## src/rtl/div_arb_pkg.sv

```systemverilog
// Shared encodings for the divider-sharing arbiter: FSM states and response error codes.
// Latency: none (declarations only).
// Backpressure: none (declarations only).
package div_arb_pkg;

    typedef enum logic [1:0] {
        ST_IDLE  = 2'd0,
        ST_ISSUE = 2'd1,
        ST_WAIT  = 2'd2,
        ST_RESP  = 2'd3
    } state_t;

    localparam logic [1:0] ERR_OK   = 2'b00;
    localparam logic [1:0] ERR_DIV0 = 2'b01;
    localparam logic [1:0] ERR_TMO  = 2'b10;

endpackage

```

## src/rtl/rr_pick.sv

```systemverilog
// Round-robin picker: first set request at or after i_ptr, wrapping NREQ-1 -> 0.
// Latency: combinational.
// Backpressure: none; the caller decides when the pick is consumed.
module rr_pick #(
    parameter int NREQ = 4,
    parameter int IW   = 2
) (
    input  logic [NREQ-1:0] i_req,
    input  logic [IW-1:0]   i_ptr,
    output logic [NREQ-1:0] o_gnt,
    output logic [IW-1:0]   o_idx,
    output logic            o_any
);

    // One extra bit so ptr+k can exceed NREQ-1 before the modulo fold.
    logic [IW:0] w_pos;
    logic        w_found;

    always_comb begin
        o_gnt   = '0;
        o_idx   = '0;
        w_found = 1'b0;
        w_pos   = '0;
        for (int k = 0; k < NREQ; k++) begin
            w_pos = {1'b0, i_ptr} + (IW+1)'(k);
            if (w_pos >= (IW+1)'(NREQ)) begin
                w_pos = w_pos - (IW+1)'(NREQ);
            end
            if (!w_found && i_req[w_pos[IW-1:0]]) begin
                w_found              = 1'b1;
                o_gnt[w_pos[IW-1:0]] = 1'b1;
                o_idx                = w_pos[IW-1:0];
            end
        end
        o_any = w_found;
    end

endmodule

```

## src/rtl/div_share_arbiter.sv

```systemverilog
// Shares one sequential divider among NREQ requesters with round-robin grant and a hang watchdog.
// Latency: grant 1 cycle after req; response 1 cycle after div_done (zero divisor: 1 cycle after req).
// Backpressure: one transaction in flight; other requesters hold req until granted.
module div_share_arbiter
    import div_arb_pkg::*;
#(
    parameter int NREQ    = 4,
    parameter int WIDTH   = 4,
    parameter int TIMEOUT = 64
) (
    input  logic                  clk,
    input  logic                  rst_n,
    input  logic [NREQ-1:0]       req,
    input  logic [NREQ*WIDTH-1:0] dividend,
    input  logic [NREQ*WIDTH-1:0] divisor,
    output logic [NREQ-1:0]       gnt,
    output logic [NREQ-1:0]       resp_valid,
    output logic [WIDTH-1:0]      resp_quot,
    output logic [WIDTH-1:0]      resp_rem,
    output logic [1:0]            resp_err,
    output logic                  div_go,
    output logic [WIDTH-1:0]      div_x,
    output logic [WIDTH-1:0]      div_y,
    input  logic                  div_done,
    input  logic [WIDTH-1:0]      div_q,
    input  logic [WIDTH-1:0]      div_r
);

    localparam int IW = $clog2(NREQ);
    localparam int CW = $clog2(TIMEOUT + 1);
    localparam logic [CW-1:0] TMO_LAST = CW'(TIMEOUT - 1);

    state_t            r_state;
    state_t            w_state_nxt;
    logic [IW-1:0]     r_ptr;
    logic [IW-1:0]     r_idx;
    logic [NREQ-1:0]   r_gnt_oh;
    logic [WIDTH-1:0]  r_x;
    logic [WIDTH-1:0]  r_y;
    logic [WIDTH-1:0]  r_quot;
    logic [WIDTH-1:0]  r_rem;
    logic [1:0]        r_err;
    logic [CW-1:0]     r_cnt;

    logic [NREQ-1:0]   w_pick_oh;
    logic [IW-1:0]     w_pick_idx;
    logic              w_pick_any;
    logic [WIDTH-1:0]  w_dvd_arr [NREQ];
    logic [WIDTH-1:0]  w_dvs_arr [NREQ];
    logic [WIDTH-1:0]  w_dvd;
    logic [WIDTH-1:0]  w_dvs;
    logic              w_div0;
    logic              w_tmo;

    rr_pick #(
        .NREQ (NREQ),
        .IW   (IW)
    ) u_pick (
        .i_req (req),
        .i_ptr (r_ptr),
        .o_gnt (w_pick_oh),
        .o_idx (w_pick_idx),
        .o_any (w_pick_any)
    );

    for (genvar g = 0; g < NREQ; g++) begin : g_unpack
        assign w_dvd_arr[g] = dividend[g*WIDTH +: WIDTH];
        assign w_dvs_arr[g] = divisor[g*WIDTH +: WIDTH];
    end

    assign w_dvd  = w_dvd_arr[w_pick_idx];
    assign w_dvs  = w_dvs_arr[w_pick_idx];
    assign w_div0 = (w_dvs == '0);
    assign w_tmo  = (r_cnt == TMO_LAST);

    always_comb begin
        w_state_nxt = r_state;
        case (r_state)
            ST_IDLE: begin
                if (w_pick_any) begin
                    w_state_nxt = w_div0 ? ST_RESP : ST_ISSUE;
                end
            end
            ST_ISSUE: w_state_nxt = ST_WAIT;
            ST_WAIT: begin
                if (div_done || w_tmo) begin
                    w_state_nxt = ST_RESP;
                end
            end
            ST_RESP: w_state_nxt = ST_IDLE;
            default: w_state_nxt = ST_IDLE;
        endcase
    end

    always_ff @(posedge clk or negedge rst_n) begin
        if (!rst_n) begin
            r_state <= ST_IDLE;
        end else begin
            r_state <= w_state_nxt;
        end
    end

    // Operands are captured once in IDLE; later req/operand changes cannot reach the divider.
    always_ff @(posedge clk or negedge rst_n) begin
        if (!rst_n) begin
            r_ptr    <= '0;
            r_idx    <= '0;
            r_gnt_oh <= '0;
            r_x      <= '0;
            r_y      <= '0;
            r_quot   <= '0;
            r_rem    <= '0;
            r_err    <= ERR_OK;
            r_cnt    <= '0;
        end else begin
            case (r_state)
                ST_IDLE: begin
                    if (w_pick_any) begin
                        r_idx    <= w_pick_idx;
                        r_gnt_oh <= w_pick_oh;
                        r_x      <= w_dvd;
                        r_y      <= w_dvs;
                        if (w_div0) begin
                            r_quot <= '1;
                            r_rem  <= w_dvd;
                            r_err  <= ERR_DIV0;
                        end
                    end
                end
                ST_ISSUE: r_cnt <= '0;
                ST_WAIT: begin
                    // A done arriving on the last watchdog cycle still wins over the abort.
                    if (div_done) begin
                        r_quot <= div_q;
                        r_rem  <= div_r;
                        r_err  <= ERR_OK;
                    end else if (w_tmo) begin
                        r_quot <= '0;
                        r_rem  <= '0;
                        r_err  <= ERR_TMO;
                    end else begin
                        r_cnt <= r_cnt + 1'b1;
                    end
                end
                ST_RESP: begin
                    r_ptr <= (r_idx == IW'(NREQ - 1)) ? '0 : r_idx + 1'b1;
                end
                default: r_cnt <= '0;
            endcase
        end
    end

    assign gnt        = (r_state != ST_IDLE) ? r_gnt_oh : '0;
    assign resp_valid = (r_state == ST_RESP) ? r_gnt_oh : '0;
    assign resp_quot  = r_quot;
    assign resp_rem   = r_rem;
    assign resp_err   = r_err;
    assign div_go     = (r_state == ST_ISSUE);
    assign div_x      = r_x;
    assign div_y      = r_y;

endmodule

```

## config.mk

```make
export PLATFORM = sky130hd
export DESIGN_NAME = div_share_arbiter
export DESIGN_NICKNAME = d
export VERILOG_FILES = /design/src/rtl/div_arb_pkg.sv /design/src/rtl/rr_pick.sv /design/src/rtl/div_share_arbiter.sv
export SDC_FILE = /design/constraint.sdc
export NUM_CORES = 1
export LEC_CHECK = 0
export BUFFER_PORTS_ARGS = -buffer_cell sky130_fd_sc_hd__buf_2
export CELL_PAD_IN_SITES_DETAIL_PLACEMENT = 1
export CELL_PAD_IN_SITES_GLOBAL_PLACEMENT = 2
export CORE_UTILIZATION = 31
export DETAILED_ROUTE_END_ITERATION = 7
export GPL_ROUTABILITY_DRIVEN = 1
export PLACE_DENSITY_LB_ADDON = 0.1
export SYNTH_ARGS = -nofsm -noshare
export SYNTH_HDL_FRONTEND = slang
export SYNTH_SLANG_ARGS = --single-unit
```

## constraint.sdc

```tcl
create_clock -name clk -period 5.2 [get_ports clk]
set_input_delay 1.04 -clock clk [delete_from_list [all_inputs] [get_ports clk]]
set_output_delay 1.04 -clock clk [all_outputs]
set_load 0.02 [all_outputs]
```

==> impl_metrics.py, run 1 <==
metrics = {
    "power_and_ir_drop": {
        "leakage_uw": 0.00140,
        "power_report.internal_total_uw": 991,
        "peakVddDrop_mv": 0.242,
        "sequential_fraction_of_design_power_pct": 24.6,
        "power.share.switching_pct": 48.0,
        "power.total_uw": 1900,
        "share_comb_of_total_power_pct": 64.8,
        "power_frac_clock_pct": 10.6,
        "net-switching-power_uw": 914,
        "power_density_nw_per_um2": 651,
    },
    "cts": {
        "cts_made_buffers": 5,
        "cts.root.buffer_cell": "sky130_fd_sc_hd__clkbuf_8",
        "cts_sinks": 35,
        "h-tree-depth": 2,
        "cts.clk_slew.worst_paths_ns": 0.08,
        "cts_setup_buffers": 0,
        "cts_resized": 0,
        "tritoncts": "done",
        "clock_latency_ns": 0.29,
        "cts_hold_repair.buffers": 0,
        "cts-root-to-sink-buffers": 2,
    },
    "die": {
        "std_cell_rows": 31,
        "die-area_um2": 8160,
        "floorplan.initialDensity_pct": 32.7,
        "die_x_um": 90.4,
        "coreArea_um2": 7410,
        "floorplan.io_pins": 74,
        "die-height_um": 90.4,
    },
    "yosys": {
        "synthDominantAreaCellType": "sky130_fd_sc_hd__dfrtp_1",
        "synth.ff_latch_count": 35,
        "synth-seq-area-share_pct": 36.2,
        "yosysWarningCount": 0,
        "syn-mean-instance-area_um2": 9.96,
        "mappedNetlistNets": 304,
        "synth.area.top_cells": "sky130_fd_sc_hd__dfrtp_1 (36%), sky130_fd_sc_hd__ha_1 (7.2%), sky130_fd_sc_hd__mux4_1 (5.4%), sky130_fd_sc_hd__o21ai_0 (5.4%), sky130_fd_sc_hd__nand2_1 (4.8%)",
        "synthDistinctLibCells": 45,
        "synth_top_area_share_pct": 36.2,
        "instance_count_of_the_mapped_netlist": 243,
        "synthesis.area_um2": 2420,
    },
    "grt": {
        "total_track_usage_pct": 16.3,
        "first_global_vias": 2129,
        "initial_antenna_violation_count": 0,
        "globalRouteOverflowTotal": 0,
        "wire_length_of_the_first_global_routing_pass_um": 10800,
        "pin_count_of_the_biggest_net_entering_global_routing": 36,
    },
    "drt": {
        "routed_via_density": 5.01,
        "drcViolationCount": 0,
        "drt_first_iter_violations": 95,
        "wirelength_per_cell_um": 15.1,
        "ant_nets": 0,
        "detail_route.first_pass.iterations": 4,
        "route.vias.total": 2070,
        "routed_wirelength_um": 6250,
    },
    "final_layout": {
        "antenna_cells_inserted": 0,
        "number_of_filler_instances_in_the_final_layout": 903,
        "area_occupied_by_multi_input_gates_um2": 1410,
        "number_of_nets_in_the_layout": 374,
        "layout-drive-gt1-share_pct": 33.8,
        "sequential_cell_area_um2": 876,
        "final_cells": 413,
        "layout-area-overhead-vs-synth_pct": 20.8,
        "most_common_cell_after_layout_fill_and_taps_aside": "sky130_fd_sc_hd__buf_2",
        "mostFrequentLayoutCells": "sky130_fd_sc_hd__buf_2 (73), sky130_fd_sc_hd__dfrtp_1 (35), sky130_fd_sc_hd__nand2_1 (31), sky130_fd_sc_hd__o21ai_0 (26)",
    },
    "hold_path": {
        "timing.hold.worst_endpoint": "div_x[0]$_DFFE_PN0P_",
        "hp-class": "reg2reg",
        "worst_hold_startpoint": "div_x[0]$_DFFE_PN0P_",
        "whs_path_depth": 2,
    },
    "sta": {
        "hold_ws_ns": 0.484,
        "slew_violations": 0,
        "worst_slew_pin_slew_ns": 0.806,
        "finalSetupViolations": 0,
        "ratio_of_final_minimum_period_to_clock_period_pct": 85.5,
        "fmax_ghz": 0.225,
        "max_slew_margin_pct": 46.3,
        "finalHoldViolations": 0,
        "rsz_0062_raised_after_global_routing": "false",
        "fin_setup_tns_ns": 0,
        "post-route-min-period_ns": 4.45,
        "timing.clock.skew_ns": 0.00781,
    },
    "setup_path": {
        "rr_endpoint": "resp_rem[2]$_DFFE_PN0P_",
        "timing.critical_path.to_type": "flip-flop",
        "stage_delay_of_the_slowest_cell_on_the_critical_path_ns": 0.70,
        "cp_max_fo": 16,
        "rr_startpoint": "r_ptr[0]$_DFFE_PN0N_",
        "critPathMostFrequentCell": "sky130_fd_sc_hd__mux2_2",
        "critical_path.startpoint_type": "flip-flop",
        "critical_path_arrival_ns": 4.63,
        "worst-r2r-setup-slack_ns": 0.75,
        "crit_type": "reg2reg",
        "r2r.worst_path.cells": 11,
        "crit_required_ns": 5.38,
        "worstPathCellList": "inv_1 > ha_1 > mux4_2 > nor2b_2 > o21ai_1 > nand2_1 > mux2i_1 > mux2_2 > a41oi_4 > nor3_4 > mux2_2",
        "crit_slowest_cell": "sky130_fd_sc_hd__dfrtp_1",
    },
    "placement": {
        "place.port_buffers": 73,
        "dp.final_hpwl_um": 4730,
        "placed_cells_incl_taps": 405,
        "place_congestion": 0.763,
    },
    "job": {
        "drv.max_cap_violation_count": 0,
    },
    "run_status": {
        "status": "finished, final reports clean",
    },
}
[per-layer routing]
metal / vias to the layer above / routed length [µm] / track usage, %
li1: 1007 / - / -
met1: 997 / 3150 / 23.0
met2: 62 / 2750 / 24.8
met3: 4 / 314 / 3.96
met4: 0 / 38 / 4.17
met5: - / 0 / 0
[power groups by stage]
stage	Combinational (µW)	Sequential (µW)	Clock [µW]
after floorplan	908	533	0
after global placement	1240	470	0
after detailed placement	1260	475	0
after CTS	1260	470	209
after global routing	1380	484	220
final	1230	469	202
[sequential cells by signal, summed over array words and instances, names as in the netlist, 4 cells and up]
signal     flops
r_cnt          7
r_gnt_oh       4
resp_quot      4
resp_rem       4
div_y          4
div_x          4
[cell families (layout without fill, tap and decap cells)]
logic type	count (synthesis)	count (layout)	synth area share (%)
buf+inv	24	95	5.38
compound gates	60	60	17.1
simple gates	82	82	18.3
xor+xnor	2	2	0.724
fa+ha+maj	14	14	7.24
flops	35	35	36.2
mux	26	26	15.2
[how the worst max path moves through the flow]
stage,start,to,slack (ns),depth (start not counted)
4_1_cts,r_ptr[0]$_DFFE_PN0N_,resp_rem[2]$_DFFE_PN0P_,0.68,11
3_3_place_gp,r_ptr[0]$_DFFE_PN0N_,resp_rem[2]$_DFFE_PN0P_,0.86,11
6_report,r_ptr[0]$_DFFE_PN0N_,resp_rem[2]$_DFFE_PN0P_,0.75,11
5_1_grt,r_ptr[0]$_DFFE_PN0N_,resp_rem[2]$_DFFE_PN0P_,0.29,11
3_5_place_dp,r_ptr[0]$_DFFE_PN0N_,resp_rem[2]$_DFFE_PN0P_,0.70,11
2_1_floorplan,r_ptr[0]$_DFFE_PN0N_,resp_rem[0]$_DFFE_PN0P_,1.57,14
[layout make-up]
cell class	count	area share (%)
Timing Repair Buffer	74	12.8
Inverter	13	1.67
Multi-Input combinational cell	184	48.4
Clock buffer	5	2.35
Sequential cell	35	30.0
Tap cell	99	4.24
Clock inverter	3	0.685
[stage by stage]
step	worst slack, ns	utilization (%)	cell area, µm²
final	0.752	39.5	2920
after global routing	0.294	39.5	2920
after CTS	0.684	39.5	2920
after detailed placement	0.696	38.3	2840
after global placement	0.859	38.3	2840
after floorplan	1.57	-	2420
[critical path, delay by kind of cell, from the launching register on]
family                   cells  cell delay (ns)
flip-flops                   1             0.70
adder cells (fa/ha/maj)      1             0.50
multiplexers                 4             1.52
AO/OA/AOI/OAI                2             0.27
AND/OR/NAND/NOR              3             1.11
buffers and inverters        1             0.23
[Yosys cell counts (all sizes together)]
cell and n:
a22o 1, and2 4, a22oi 4, nor2b 9, o2bb2ai 1, buf 6, nor3b 3, a32oi 3
xor2 1, nor2 14, a41oi 1, mux4 6, a221oi 4, or2b 3, dfrtp 35, or2 1
nor3 2, or3 1, a2bb2oi 4, o211ai 1, nand2 31, ha 14, nand3b 2, mux2 10
o21ai 27, nor4 1, o22ai 1, xnor2 1, a31oi 2, mux2i 10, inv 13, nand3 10
a21oi 7, clkbuf 5, and4 1, a21o 4
(Power assumes the default switching activity.)
==> run 2, diff against run 1 <==
==> constraint.sdc (replaced) <==
create_clock -name clk -period 5.2 [get_ports clk]
set_input_delay 0.52 -clock clk [delete_from_list [all_inputs] [get_ports clk]]
set_output_delay 0.52 -clock clk [all_outputs]
set_load 0.02 [all_outputs]
==> run 2 against run 1 <==
Against the previous run:
- fmax grew 6.7%
- count of clock-buffer cells in the layout grew 1
- routed wire length up 0.16%
- critical path depth unchanged
- final area increased by 1.8%
- register-to-register slack improved by 0.28 ns
- sequential cell count stayed put
- sequential power shrank 4%
- total power rose by 4.9%
- worst setup slack better by 0.28 ns
- clock skew shrank 0.0032 ns
- largest cell class unchanged
==> impl_metrics.py, run 2 (same netlist as run 1, synthesis figures left out) <==
metrics = {
    "run_status": {
        "status": "finished, final reports clean",
    },
    "die": {
        "die-area_um2": 8160,
        "floorplan.io_pins": 74,
        "die_x_um": 90.4,
        "die-height_um": 90.4,
        "std_cell_rows": 31,
        "floorplan.initialDensity_pct": 32.7,
        "coreArea_um2": 7410,
    },
    "sta": {
        "worst_slew_pin_slew_ns": 0.798,
        "finalHoldViolations": 0,
        "max_slew_margin_pct": 46.8,
        "slew_violations": 0,
        "ratio_of_final_minimum_period_to_clock_period_pct": 80.2,
        "timing.clock.skew_ns": 0.00458,
        "rsz_0062_raised_after_global_routing": "false",
        "minimum_setup_slack_in_the_final_design_ns": 1.03,
        "finalSetupViolations": 0,
        "post-route-min-period_ns": 4.17,
        "fmax_ghz": 0.240,
        "fin_setup_tns_ns": 0,
    },
    "power_and_ir_drop": {
        "leakage_uw": 0.00143,
        "power.total_uw": 2000,
        "peakVddDrop_mv": 0.219,
        "power_density_nw_per_um2": 672,
    },
    "placement": {
        "place.port_buffers": 73,
        "dp.final_hpwl_um": 4790,
        "post_place_setup_slack_ns": 1.00,
        "dpl_cell_area_um2": 2840,
        "place_congestion": 0.831,
    },
    "setup_path": {
        "critical_path.startpoint_type": "flip-flop",
        "rr_endpoint": "resp_rem[0]$_DFFE_PN0P_",
        "timing.critical_path.to_type": "flip-flop",
        "critPathMostFrequentCell": "sky130_fd_sc_hd__mux2_2",
        "crit_type": "reg2reg",
        "r2r.worst_path.cells": 11,
        "rr_startpoint": "r_ptr[1]$_DFFE_PN0N_",
        "worstPathCellList": "inv_1 > ha_1 > mux4_2 > nor2b_2 > o21ai_1 > nand2_1 > mux2i_1 > mux2_2 > a41oi_4 > nor3_4 > mux2_2",
        "critPathLaunch": "r_ptr[1]$_DFFE_PN0N_",
        "critical_path_arrival_ns": 4.34,
        "worst-r2r-setup-slack_ns": 1.03,
        "stage_delay_of_the_slowest_cell_on_the_critical_path_ns": 0.65,
        "crit_required_ns": 5.37,
        "cp_max_fo": 12,
        "crit_slowest_cell": "sky130_fd_sc_hd__mux4_2",
        "worstSetupEndpoint": "resp_rem[0]$_DFFE_PN0P_",
    },
    "job": {
        "drv.max_cap_violation_count": 0,
    },
    "final_layout": {
        "antenna_cells_inserted": 0,
        "max_flop_register": "r_cnt",
        "largest_reg_flops": 7,
        "number_of_nets_in_the_layout": 375,
        "mostFrequentLayoutCells": "sky130_fd_sc_hd__buf_2 (73), sky130_fd_sc_hd__dfrtp_1 (35), sky130_fd_sc_hd__nand2_1 (31), sky130_fd_sc_hd__o21ai_0 (26)",
        "final_core_utilization_pct": 40.2,
        "post_layout_instance_area_um2": 2980,
        "layout-drive-gt1-share_pct": 33.7,
        "layout-area-overhead-vs-synth_pct": 23.0,
        "sequential_cell_area_um2": 876,
        "most_common_cell_after_layout_fill_and_taps_aside": "sky130_fd_sc_hd__buf_2",
        "area_occupied_by_multi_input_gates_um2": 1410,
        "number_of_filler_instances_in_the_final_layout": 887,
    },
    "drt": {
        "drcViolationCount": 0,
        "drt_first_iter_violations": 59,
        "routed_via_density": 4.98,
        "wirelength_per_cell_um": 15.1,
        "ant_nets": 0,
        "route.vias.total": 2060,
        "detail_route.first_pass.iterations": 4,
        "routed_wirelength_um": 6260,
    },
    "cts": {
        "cts_hold_repair.buffers": 0,
        "cts_setup_buffers": 0,
        "clock_latency_ns": 0.28,
        "h-tree-depth": 2,
        "tritoncts": "done",
        "cts_resized": 0,
        "cts.clk_slew.worst_paths_ns": 0.07,
        "cts.root.buffer_cell": "sky130_fd_sc_hd__clkbuf_8",
        "cts_sinks": 35,
        "cts_made_buffers": 5,
        "cts-root-to-sink-buffers": 2,
    },
    "grt": {
        "grtUsageMet1_pct": 22.3,
        "pin_count_of_the_biggest_net_entering_global_routing": 36,
        "globalRoute.busiestLayer": "met2",
        "initial_antenna_violation_count": 0,
        "first_global_vias": 2184,
        "total_track_usage_pct": 16.3,
        "met3_usage_pct": 3.45,
        "wire_length_of_the_first_global_routing_pass_um": 10800,
        "use_met2_pct": 26.5,
        "globalRouteOverflowTotal": 0,
    },
    "hold_path": {
        "hp-class": "in2async",
    },
}
==> run 2: cell types whose count changed in the layout (fill, tap and decap cells not counted), sizes merged <==
cell,delta
bufinv,+2
clkinvlp,-2
clkbuf,+1
buf,+1
clkinv,-1
==> run 2: cell type report <==
cell class	count	share of cell area, %
Timing Repair Buffer	75	12.8
Clock buffer	6	2.44
Clock inverter	2	2.02
Inverter	13	1.64
Sequential cell	35	29.4
Tap cell	99	4.16
Multi-Input combinational cell	184	47.5
==> run 2: how the worst min path moves through the flow <==
stage	startpoint	endpoint	slack [ns]	cells after the start
global route	rst_n	resp_quot[0]$_DFFE_PN0P_	0.39	1
global placement	div_x[0]$_DFFE_PN0P_	div_x[0]$_DFFE_PN0P_	0.46	2
CTS	rst_n	resp_rem[0]$_DFFE_PN0P_	0.36	1
detailed placement	div_x[0]$_DFFE_PN0P_	div_x[0]$_DFFE_PN0P_	0.47	2
finish	rst_n	div_x[1]$_DFFE_PN0P_	0.31	1
floorplan	rst_n	div_x[0]$_DFFE_PN0P_	0.22	0
==> run 2: critical path, delay by kind of cell (launching register included) <==
| family | cells | cell delay [ns] |
|---|---|---|
| buffers and inverters | 1 | 0.17 |
| muxes | 4 | 1.51 |
| adders and majority gates | 1 | 0.47 |
| DFF | 1 | 0.54 |
| AOI/OAI and AO/OA | 2 | 0.27 |
| and+or+nand+nor | 3 | 1.09 |
==> run 2: stage by stage <==
step | hold WS [ns] | instances
2_1_floorplan | 0.224 | 243
3_3_place_gp | 0.457 | 406
3_5_place_dp | 0.467 | 406
4_1_cts | 0.357 | 414
5_1_grt | 0.391 | 414
6_report | 0.313 | 414
==> run 2: per-layer routing <==
layer | wire length [µm] | up-vias
met5 | 0 | -
met4 | 50 | 0
met3 | 300 | 5
met2 | 2820 | 55
met1 | 3080 | 989
li1 | - | 1011
==> run 2: report_power, final <==
| group | internal [µW] | total (µW) | switching [µW] |
|---|---|---|---|
| Combinational | 520 | 1260 | 736 |
| Clock | 192 | 291 | 98.9 |
| Sequential | 383 | 452 | 68.7 |
==> run 3, diff against run 2 <==
- ABC_AREA: not set -> 1
- CORE_UTILIZATION: 31 -> 28
- clock period: 5.2 -> 4 ns (I/O delays scaled with it)
==> run 3 against run 2 <==
Against the previous run:
- clock skew rose by 0.00096 ns
- via count rose by 22%
- clock power rose by 16%
- final area rose by 2.1%
- worst setup slack got worse by 0.38 ns
- critical endpoint is now resp_rem[2]$_DFFE_PN0P_
- largest cell class unchanged
==> impl_metrics.py, run 3 <==
metrics = {
    "final_layout": {
        "layout-area-overhead-vs-synth_pct": 23.4,
        "number_of_nets_in_the_layout": 479,
        "mostFrequentLayoutCells": "sky130_fd_sc_hd__nand2_1 (104), sky130_fd_sc_hd__buf_2 (73), sky130_fd_sc_hd__inv_1 (43), sky130_fd_sc_hd__nand3_1 (41), sky130_fd_sc_hd__dfrtp_1 (35)",
        "post_layout_instance_area_um2": 3040,
        "largest_reg_flops": 7,
        "final_core_utilization_pct": 36.4,
        "max_flop_register": "r_cnt",
        "antenna_cells_inserted": 0,
        "layout-drive-gt1-share_pct": 23.9,
        "most_common_cell_after_layout_fill_and_taps_aside": "sky130_fd_sc_hd__nand2_1",
    },
    "setup_path": {
        "timing.critical_path.to_type": "flip-flop",
        "worstPathCellList": "inv_2 > ha_1 > inv_1 > nand2_1 > nand2_2 > nor2_8 > nand3_2 > nand3_4 > nand2_1 > nand3_1 > nand2_1 > nor2_1 > nand2_1 > nand2_2 > nand2_2 > nand2_1 > nand2_1",
        "crit_slowest_cell": "sky130_fd_sc_hd__dfrtp_1",
        "critical_path.startpoint_type": "flip-flop",
        "critPathMostFrequentCell": "sky130_fd_sc_hd__nand2_1",
        "critical_path_arrival_ns": 3.54,
        "crit_required_ns": 4.19,
        "crit_type": "reg2reg",
        "cp_max_fo": 18,
        "stage_delay_of_the_slowest_cell_on_the_critical_path_ns": 0.57,
        "worst_path_dominant_cell_family": "simple AND/OR/NAND/NOR gates",
        "buf_inv_stages_crit_path": 2,
    },
    "grt": {
        "wire_length_of_the_first_global_routing_pass_um": 12100,
        "pin_count_of_the_biggest_net_entering_global_routing": 36,
        "first_global_vias": 2536,
        "total_track_usage_pct": 16.9,
        "globalRouteOverflowTotal": 0,
        "initial_antenna_violation_count": 0,
    },
    "yosys": {
        "synth.ff_latch_count": 35,
        "synth-seq-area-share_pct": 35.6,
        "mappedNetlistNets": 407,
        "yosys_most_used_dff": "sky130_fd_sc_hd__dfrtp_1",
        "synthDominantAreaCellType": "sky130_fd_sc_hd__dfrtp_1",
        "synth_top_area_share_pct": 35.6,
        "synth-edff-count": 0,
        "yosysWarningCount": 0,
        "instance_count_of_the_mapped_netlist": 346,
        "syn-mean-instance-area_um2": 7.11,
        "synthesis.area_um2": 2460,
        "yosys.cell_count.top_type": "sky130_fd_sc_hd__nand2_1",
        "synth.area.top_cells": "sky130_fd_sc_hd__dfrtp_1 (36%), sky130_fd_sc_hd__nand2_1 (16%), sky130_fd_sc_hd__nand3_1 (8.3%), sky130_fd_sc_hd__ha_1 (7.1%), sky130_fd_sc_hd__inv_1 (6.6%)",
        "synthTopCellsByCount": "sky130_fd_sc_hd__nand2_1 (104), sky130_fd_sc_hd__inv_1 (43), sky130_fd_sc_hd__nand3_1 (41)",
        "async_reset_ff_share_pct": 100,
        "synthDistinctLibCells": 28,
    },
    "die": {
        "floorplan.initialDensity_pct": 29.5,
        "coreArea_um2": 8340,
        "die-area_um2": 9160,
        "std_cell_rows": 33,
        "floorplan.io_pins": 74,
        "die-height_um": 95.7,
        "die_x_um": 95.7,
    },
    "cts": {
        "cts.root.buffer_cell": "sky130_fd_sc_hd__clkbuf_8",
        "tritoncts": "done",
        "cts_made_buffers": 5,
        "cts_setup_buffers": 0,
        "cts_sinks": 35,
        "cts-root-to-sink-buffers": 2,
        "cts_hold_repair.buffers": 0,
        "clock_latency_ns": 0.29,
        "cts_resized": 0,
        "h-tree-depth": 2,
        "cts.clk_slew.worst_paths_ns": 0.08,
    },
    "sta": {
        "rsz_0062_raised_after_global_routing": "false",
        "worst_slew_pin_slew_ns": 0.912,
        "max_slew_margin_pct": 39.2,
        "slew_violations": 0,
        "post-route-min-period_ns": 3.35,
        "fin_setup_tns_ns": 0,
        "hold_ws_ns": 0.191,
        "timing.clock.skew_ns": 0.00553,
        "finalHoldViolations": 0,
        "fmax_ghz": 0.299,
        "finalSetupViolations": 0,
        "ratio_of_final_minimum_period_to_clock_period_pct": 83.7,
    },
    "power_and_ir_drop": {
        "power_density_nw_per_um2": 1020,
        "peakVddDrop_mv": 0.397,
        "leakage_uw": 0.00168,
    },
    "drt": {
        "detail_route.first_pass.iterations": 4,
        "route.vias.total": 2504,
        "routed_wirelength_um": 7290,
        "wirelength_per_cell_um": 13.9,
        "drt_first_iter_violations": 46,
        "routed_via_density": 4.78,
        "drcViolationCount": 0,
        "ant_nets": 0,
    },
    "placement": {
        "place_congestion": 0.749,
        "dpl_cell_area_um2": 2920,
        "dp.final_hpwl_um": 5690,
        "place.port_buffers": 73,
    },
    "job": {
        "drv.max_cap_violation_count": 0,
    },
    "run_status": {
        "status": "finished, final reports clean",
    },
    "hold_path": {
        "hp-class": "in2async",
    },
}
[run 3: changes by cell type in the layout (fill, tap and decap cells not counted), moves of 5 or more]
cell | before | now
sky130_fd_sc_hd__mux2i_1 | 10 | 0
sky130_fd_sc_hd__inv_1 | 13 | 43
sky130_fd_sc_hd__nand2_2 | 0 | 8
sky130_fd_sc_hd__nor2_1 | 14 | 21
sky130_fd_sc_hd__nand4_1 | 0 | 10
sky130_fd_sc_hd__nor2b_1 | 7 | 0
sky130_fd_sc_hd__nand3_1 | 10 | 41
sky130_fd_sc_hd__o21ai_0 | 26 | 15
sky130_fd_sc_hd__nand2_1 | 31 | 104
sky130_fd_sc_hd__mux4_1 | 5 | 0
sky130_fd_sc_hd__mux2_2 | 10 | 0
sky130_fd_sc_hd__a31oi_1 | 1 | 7
[run 3: final timing paths]
check / startpoint / to / slack, ns / cells after the start
max reg2reg: r_ptr[0]$_DFFE_PN0N_ / resp_rem[2]$_DFFE_PN0P_ / 0.65 / 17
min in group clk: div_q[2] / resp_quot[2]$_DFFE_PN0P_ / 0.44 / 5
max: r_ptr[0]$_DFFE_PN0N_ / resp_rem[2]$_DFFE_PN0P_ / 0.65 / 17
min reg2reg: resp_rem[0]$_DFFE_PN0P_ / resp_rem[0]$_DFFE_PN0P_ / 0.47 / 2
max in group asynchronous: rst_n / r_state[0]$_DFFE_PN0P_ / 3.27 / 1
min: rst_n / resp_quot[3]$_DFFE_PN0P_ / 0.19 / 1
[run 3: power breakdown]
| group | leakage [µW] | internal, µW | switching, µW | total [µW] |
|---|---|---|---|---|
| Clock | 0.0000612 | 202 | 137 | 338 |
| Sequential | 0.000432 | 518 | 112 | 630 |
| Combinational | 0.00119 | 655 | 1460 | 2120 |
[run 3: kinds of logic (layout without fill, tap and decap cells)]
family / Yosys count / count (layout) / synth area share, %
AND/OR/NAND/NOR: 201 / 201 / 38.4
AO/OA/AOI/OAI: 42 / 42 / 10.2
flip-flops: 35 / 35 / 35.6
adder cells (fa/ha/maj): 14 / 14 / 7.12
buffers and inverters: 54 / 127 / 8.70
[run 3: routing by layer]
metal / up-vias / GRT usage, % / wire, µm
met5: - / 0 / 0
met4: 0 / 3.36 / 62
met3: 7 / 2.69 / 231
met2: 44 / 28.5 / 3390
met1: 1179 / 22.9 / 3600
li1: 1274 / - / -
[run 3: layout make-up]
type                    instances  area [µm²]
repair buffers                 74         373
inverters                      45         169
multi-input cells             257        1370
flip-flops and latches         35         876
clock buffers                   6        82.6
clock inverters                 2        35.0
fillers                      1090        5300
well taps                     105         131
[run 3: per-stage QoR]
| stage | total power [µW] | cells | worst slack (ns) |
|---|---|---|---|
| detailed placement | 2790 | 516 | 0.641 |
| global placement | 2750 | 516 | 0.739 |
| CTS | 3140 | 524 | 0.619 |
| finish | 3090 | 524 | 0.650 |
| global route | 3420 | 524 | 0.287 |
| floorplan | 2200 | 346 | 1.52 |
[run 3: worst register-to-register path, delay by kind of cell, from the launching register on]
family | cells | cell delay, ns
simple gates | 14 | 1.92
buf+inv | 2 | 0.31
flops | 1 | 0.57
fa+ha+maj | 1 | 0.43
